## config.mk

```make
export PLATFORM = sky130hd
export DESIGN_NAME = rom_image_plotter
export DESIGN_NICKNAME = d
export VERILOG_FILES = /design/src/rtl/rom_image_plotter.sv
export SDC_FILE = /design/constraint.sdc
export NUM_CORES = 1
export LEC_CHECK = 0
export BUFFER_PORTS_ARGS = -buffer_cell sky130_fd_sc_hd__buf_2
export CORE_MARGIN = 2
export CORE_UTILIZATION = 25
export CTS_BUF_LIST = sky130_fd_sc_hd__clkbuf_8
export DETAILED_ROUTE_END_ITERATION = 12
export PLACE_DENSITY = 0.38
export SLEW_MARGIN = 40
export SYNTH_ARGS = -nofsm -noshare
export SYNTH_HDL_FRONTEND = slang
export SYNTH_SLANG_ARGS = --single-unit
```

## constraint.sdc

```tcl
create_clock -name clock -period 2.3 [get_ports clock]
set_clock_uncertainty 0.2 [all_clocks]
set_input_delay 0.23 -clock clock [delete_from_list [all_inputs] [get_ports clock]]
set_output_delay 0.23 -clock clock [all_outputs]
set_load 0.05 [all_outputs]
```

## src/rtl/rom_image_plotter.sv

```systemverilog
// Streams a WIDTH x HEIGHT image out of a synchronous-read ROM in raster order
// and presents it on the VGA adapter plot interface, one pixel per clock.
module rom_image_plotter #(
  parameter int         WIDTH      = 160,
  parameter int         HEIGHT     = 120,
  parameter bit         KEY_EN     = 1'b0,
  parameter logic [2:0] KEY_COLOUR = 3'b000
) (
  input  logic        clock,
  input  logic        reset,
  input  logic        start,
  output logic [14:0] rom_addr,
  output logic        rom_wren,
  output logic [2:0]  rom_data,
  input  logic [2:0]  rom_q,
  output logic [7:0]  plot_x,
  output logic [6:0]  plot_y,
  output logic [2:0]  plot_colour,
  output logic        plot_en,
  output logic        busy,
  output logic        done
);

  localparam logic [7:0] X_LAST = 8'(WIDTH - 1);
  localparam logic [6:0] Y_LAST = 7'(HEIGHT - 1);

  typedef enum logic [1:0] {IDLE, FETCH, DRAIN, FIN} state_t;

  state_t      state_q, state_d;
  logic [7:0]  x_q, x_d;
  logic [6:0]  y_q, y_d;
  logic [14:0] addr_q, addr_d;
  logic [7:0]  plot_x_q, plot_x_d;
  logic [6:0]  plot_y_q, plot_y_d;
  logic        vld_q, vld_d;

  always_ff @(posedge clock or posedge reset) begin
    if (reset) begin
      state_q  <= IDLE;
      x_q      <= '0;
      y_q      <= '0;
      addr_q   <= '0;
      plot_x_q <= '0;
      plot_y_q <= '0;
      vld_q    <= 1'b0;
    end else begin
      state_q  <= state_d;
      x_q      <= x_d;
      y_q      <= y_d;
      addr_q   <= addr_d;
      plot_x_q <= plot_x_d;
      plot_y_q <= plot_y_d;
      vld_q    <= vld_d;
    end
  end

  always_comb begin
    state_d  = state_q;
    x_d      = x_q;
    y_d      = y_q;
    addr_d   = addr_q;
    plot_x_d = plot_x_q;
    plot_y_d = plot_y_q;
    vld_d    = 1'b0;
    case (state_q)
      IDLE: begin
        if (start) begin
          state_d = FETCH;
          x_d     = '0;
          y_d     = '0;
          addr_d  = '0;
        end
      end
      FETCH: begin
        // Coordinates of the address issued now line up with rom_q next cycle.
        vld_d    = 1'b1;
        plot_x_d = x_q;
        plot_y_d = y_q;
        addr_d   = addr_q + 15'd1;
        x_d      = x_q + 8'd1;
        if (x_q == X_LAST) begin
          x_d = '0;
          if (y_q == Y_LAST) begin
            y_d     = '0;
            addr_d  = '0;
            state_d = DRAIN;
          end else begin
            y_d = y_q + 7'd1;
          end
        end
      end
      DRAIN:   state_d = FIN;
      FIN:     state_d = IDLE;
      default: state_d = IDLE;
    endcase
  end

  assign rom_addr    = addr_q;
  assign rom_wren    = 1'b0;
  assign rom_data    = 3'b000;
  assign plot_x      = plot_x_q;
  assign plot_y      = plot_y_q;
  assign plot_colour = rom_q;
  assign plot_en     = vld_q & ~(KEY_EN & (rom_q == KEY_COLOUR));
  assign busy        = (state_q != IDLE);
  assign done        = (state_q == FIN);

endmodule
```

==> metrics.cfg <==
[finish]
drive_gt1_frac = 0.309
num-fill-cells = 949
num_antenna_cells = 0
multi_input_area_sq_um = 1020
finalNetCount = 275
regArea_sq_um = 1200
flow.area_growth_from_synthesis_pct = 21.8

[floorplan]
chipWidth_um = 101
initial_core_util = 0.255
core_area_sq_um = 9150
die_h_um = 101
top_level_ports = 46
die_area_sq_um = 10100
placement_rows = 35

[placement]
port-buffer-count = 35
globalplace.congestion = 0.691
place_hpwl_mm = 3.61

[detailed_routing]
met2RoutedLength_mm = 2.28
ant_nets = 0
post-route-drc-count = 0
drt_iter0_markers = 46
met3RoutedLength_um = 189
routedLengthMet1_mm = 2.38
drt-wirelength-per-cell_um = 13.2
max_layer_used = met4
detail_route.vias_per_cell = 4.39
total_number_of_vias = 1636
dr.pass1.iters = 3
finalWirelength_mm = 4.91

[cts]
ctsHtreeMaxLevel = 2
ctsLongestPathBuffers = 2
cts.root.buffer_cell = clkbuf_8
clock_sink_count = 48
tritoncts = yes
numCtsBuffers = 5
insertion_delay_ns = 0.30
worst_setup_hold_path_clk_slew_ns = 0.09

[worst_hold_path]
worstHoldPathType = input port to asynchronous set/reset pin

[synth]
synth-edff-count = 0
yosys-mux-area-fraction = 0.0859
synth_seq_cells = 48
synth_async_sr_flop_share = 1.00
synth_top_family_by_area = simple AND/OR/NAND/NOR gates
synth_xor_area_frac = 0.0676
most_common_flop_cell_mapped_by_yosys = dfrtp_1
synth_most_common_cell = dfrtp_1
synthesis.yosys.warnings = 0
synth_area_per_cell_sq_um = 10.9
post_synth_inst_count = 214
ys_types = 41
synth_top_area_frac = 0.515
complex_gate_fraction_of_the_synthesized_area = 0.0553
share_of_synthesized_cell_area_in_and_or_nand_and_nor_gates = 0.179
ys_top_cells_by_area = dfrtp_1 (52%), mux2_2 (7.2%), ha_1 (4.3%), xor2_1 (4.1%), nand2_1 (3.5%)
synth_adder_area_share = 0.0429
synth_seq_area_share = 0.515
netlist_area_sq_um = 2330
synth.top_cells.by_count = dfrtp_1 (48), nand2_1 (22), nor2_1 (22)
synthDominantAreaCellType = dfrtp_1

[critical_path]
worstReg2RegStart = x_q[0]
reg2reg_to = state_q[1]
timing_worst_setup_path_type = flop to flop
worstPathRequired_ns = 2.28
worst_case_reg_to_reg_path_depth = 6
cp_data_arrival_time_ns = 2.18
timing.critical_path.fanout_max = 6
ff2ff_setup_slack_ns = 0.11
cp-start-kind = flop
crit_end = state_q[1]
worstSetupEndpointType = flop
worst_setup_path_startpoint = x_q[0]

[timing]
grt_setup_unrepaired = no
report.final.slew_viol_count = 0
final_min_period_over_clock_period = 0.953
finalSetupTns_ns = 0
achievable-frequency_mhz = 456
holdWs_ns = 0.179
final-hold-violation-count = 0
setup_violations = 0
final_critical_period_ns = 2.19

[global_route]
grt_start_max_net_pins = 25
global_route_wire_length_before_repair_mm = 8.47
number_of_antenna_violations_at_the_first_check_in_global_routing = 0
grt_overflow = 0
grt_use_total = 0.106
grt_pass1_vias = 1674

[power_and_ir_drop]
cellLeakagePower_nw = 1.37
pwr_density_cell_nw_per_um2 = 525
vdd_ir_drop_max_mv = 0.241

[run_status]
status = completed

[job]
drv_cap = 0

[layout make-up]
type / count / share of cell area
Clock inverter: 3 / 0.0137
Tap cell: 111 / 0.0489
Multi-Input combinational cell: 147 / 0.360
Sequential cell: 48 / 0.423
Clock buffer: 5 / 0.0242
Inverter: 7 / 0.00926
Timing Repair Buffer: 52 / 0.121
[sequential cells by signal, summed over array words and instances (netlist names)]
register / flops
plot_x: 8
x_q: 8
plot_y: 7
plot_en: 1
rom_addr: 15
state_q: 2
y_q: 7
[layout by cell type, fill, tap and decap left out, drive strengths merged, types with 8 or more instances in the layout]
cell type,count
ha,8
inv,8
buf,51
dfrtp,48
mux2,16
nand3,9
xor2,11
o21ai,9
nor2,22
nand2,23
[worst min-delay path by stage]
stage,cells past startpoint,start,slack (ns),end
2_1_floorplan,1,x_q[0],0.30,x_q[0]
3_3_place_gp,2,reset,-0.04,rom_addr[1]
3_5_place_dp,2,reset,-0.04,rom_addr[1]
4_1_cts,3,reset,0.18,rom_addr[1]
5_1_grt,3,reset,0.18,rom_addr[2]
6_report,3,reset,0.18,rom_addr[1]
[power breakdown]
| part | internal, mW | total (mW) | leakage [nW] | switching, mW |
|---|---|---|---|---|
| Sequential | 0.843 | 0.843 | 0.616 | 0 |
| Clock | 0.319 | 0.608 | 0.0593 | 0.289 |
| Combinational | 0.00728 | 0.0405 | 0.698 | 0.0332 |
[metal layers]
metal	track usage	vias to the layer above
met1	0.141	786
met2	0.172	31
met3	0.0257	7
li1	-	812
met5	0	-
met4	0.0316	0
[metrics by stage]
step / area [sq um] / setup slack, ns / utilization / instances / power, mW
floorplan: 2340 / 0.245 / - / 217 / 0.906
global placement: 2710 / 0.153 / 0.296 / 363 / 0.901
detailed placement: 2710 / 0.0911 / 0.296 / 363 / 0.902
CTS: 2830 / 0.0871 / 0.309 / 372 / 1.52
global route: 2840 / 0.00428 / 0.310 / 373 / 1.56
finish: 2840 / 0.108 / 0.310 / 373 / 1.49
[worst max-delay path, cell delays in order, from the launching register on]
cell,delay (ns)
dfrtp_1,0.41
ha_1,0.24
nand2_1,0.11
or4_4,0.50
o21ai_4,0.19
nand2_1,0.12
mux2_1,0.31
[what timing repair did]
| action | 4_1_cts | 5_1_grt |
|---|---|---|
| hold buffers | 1 | 0 |
| resized for setup | 0 | 1 |
| setup endpoints to repair | 0 | 3 |
| buffers inserted | 0 | 1 |
| endpoints found under the hold margin | 48 | 0 |
[logic make-up after synthesis]
family,Yosys count
XOR/XNOR,18
flip-flops,48
other,1
multiplexers,18
AO/OA/AOI/OAI,18
AND/OR/NAND/NOR,81
buffers and inverters,22
adder cells (fa/ha/maj),8
Note: power is estimated with default switching activity, not from simulation.
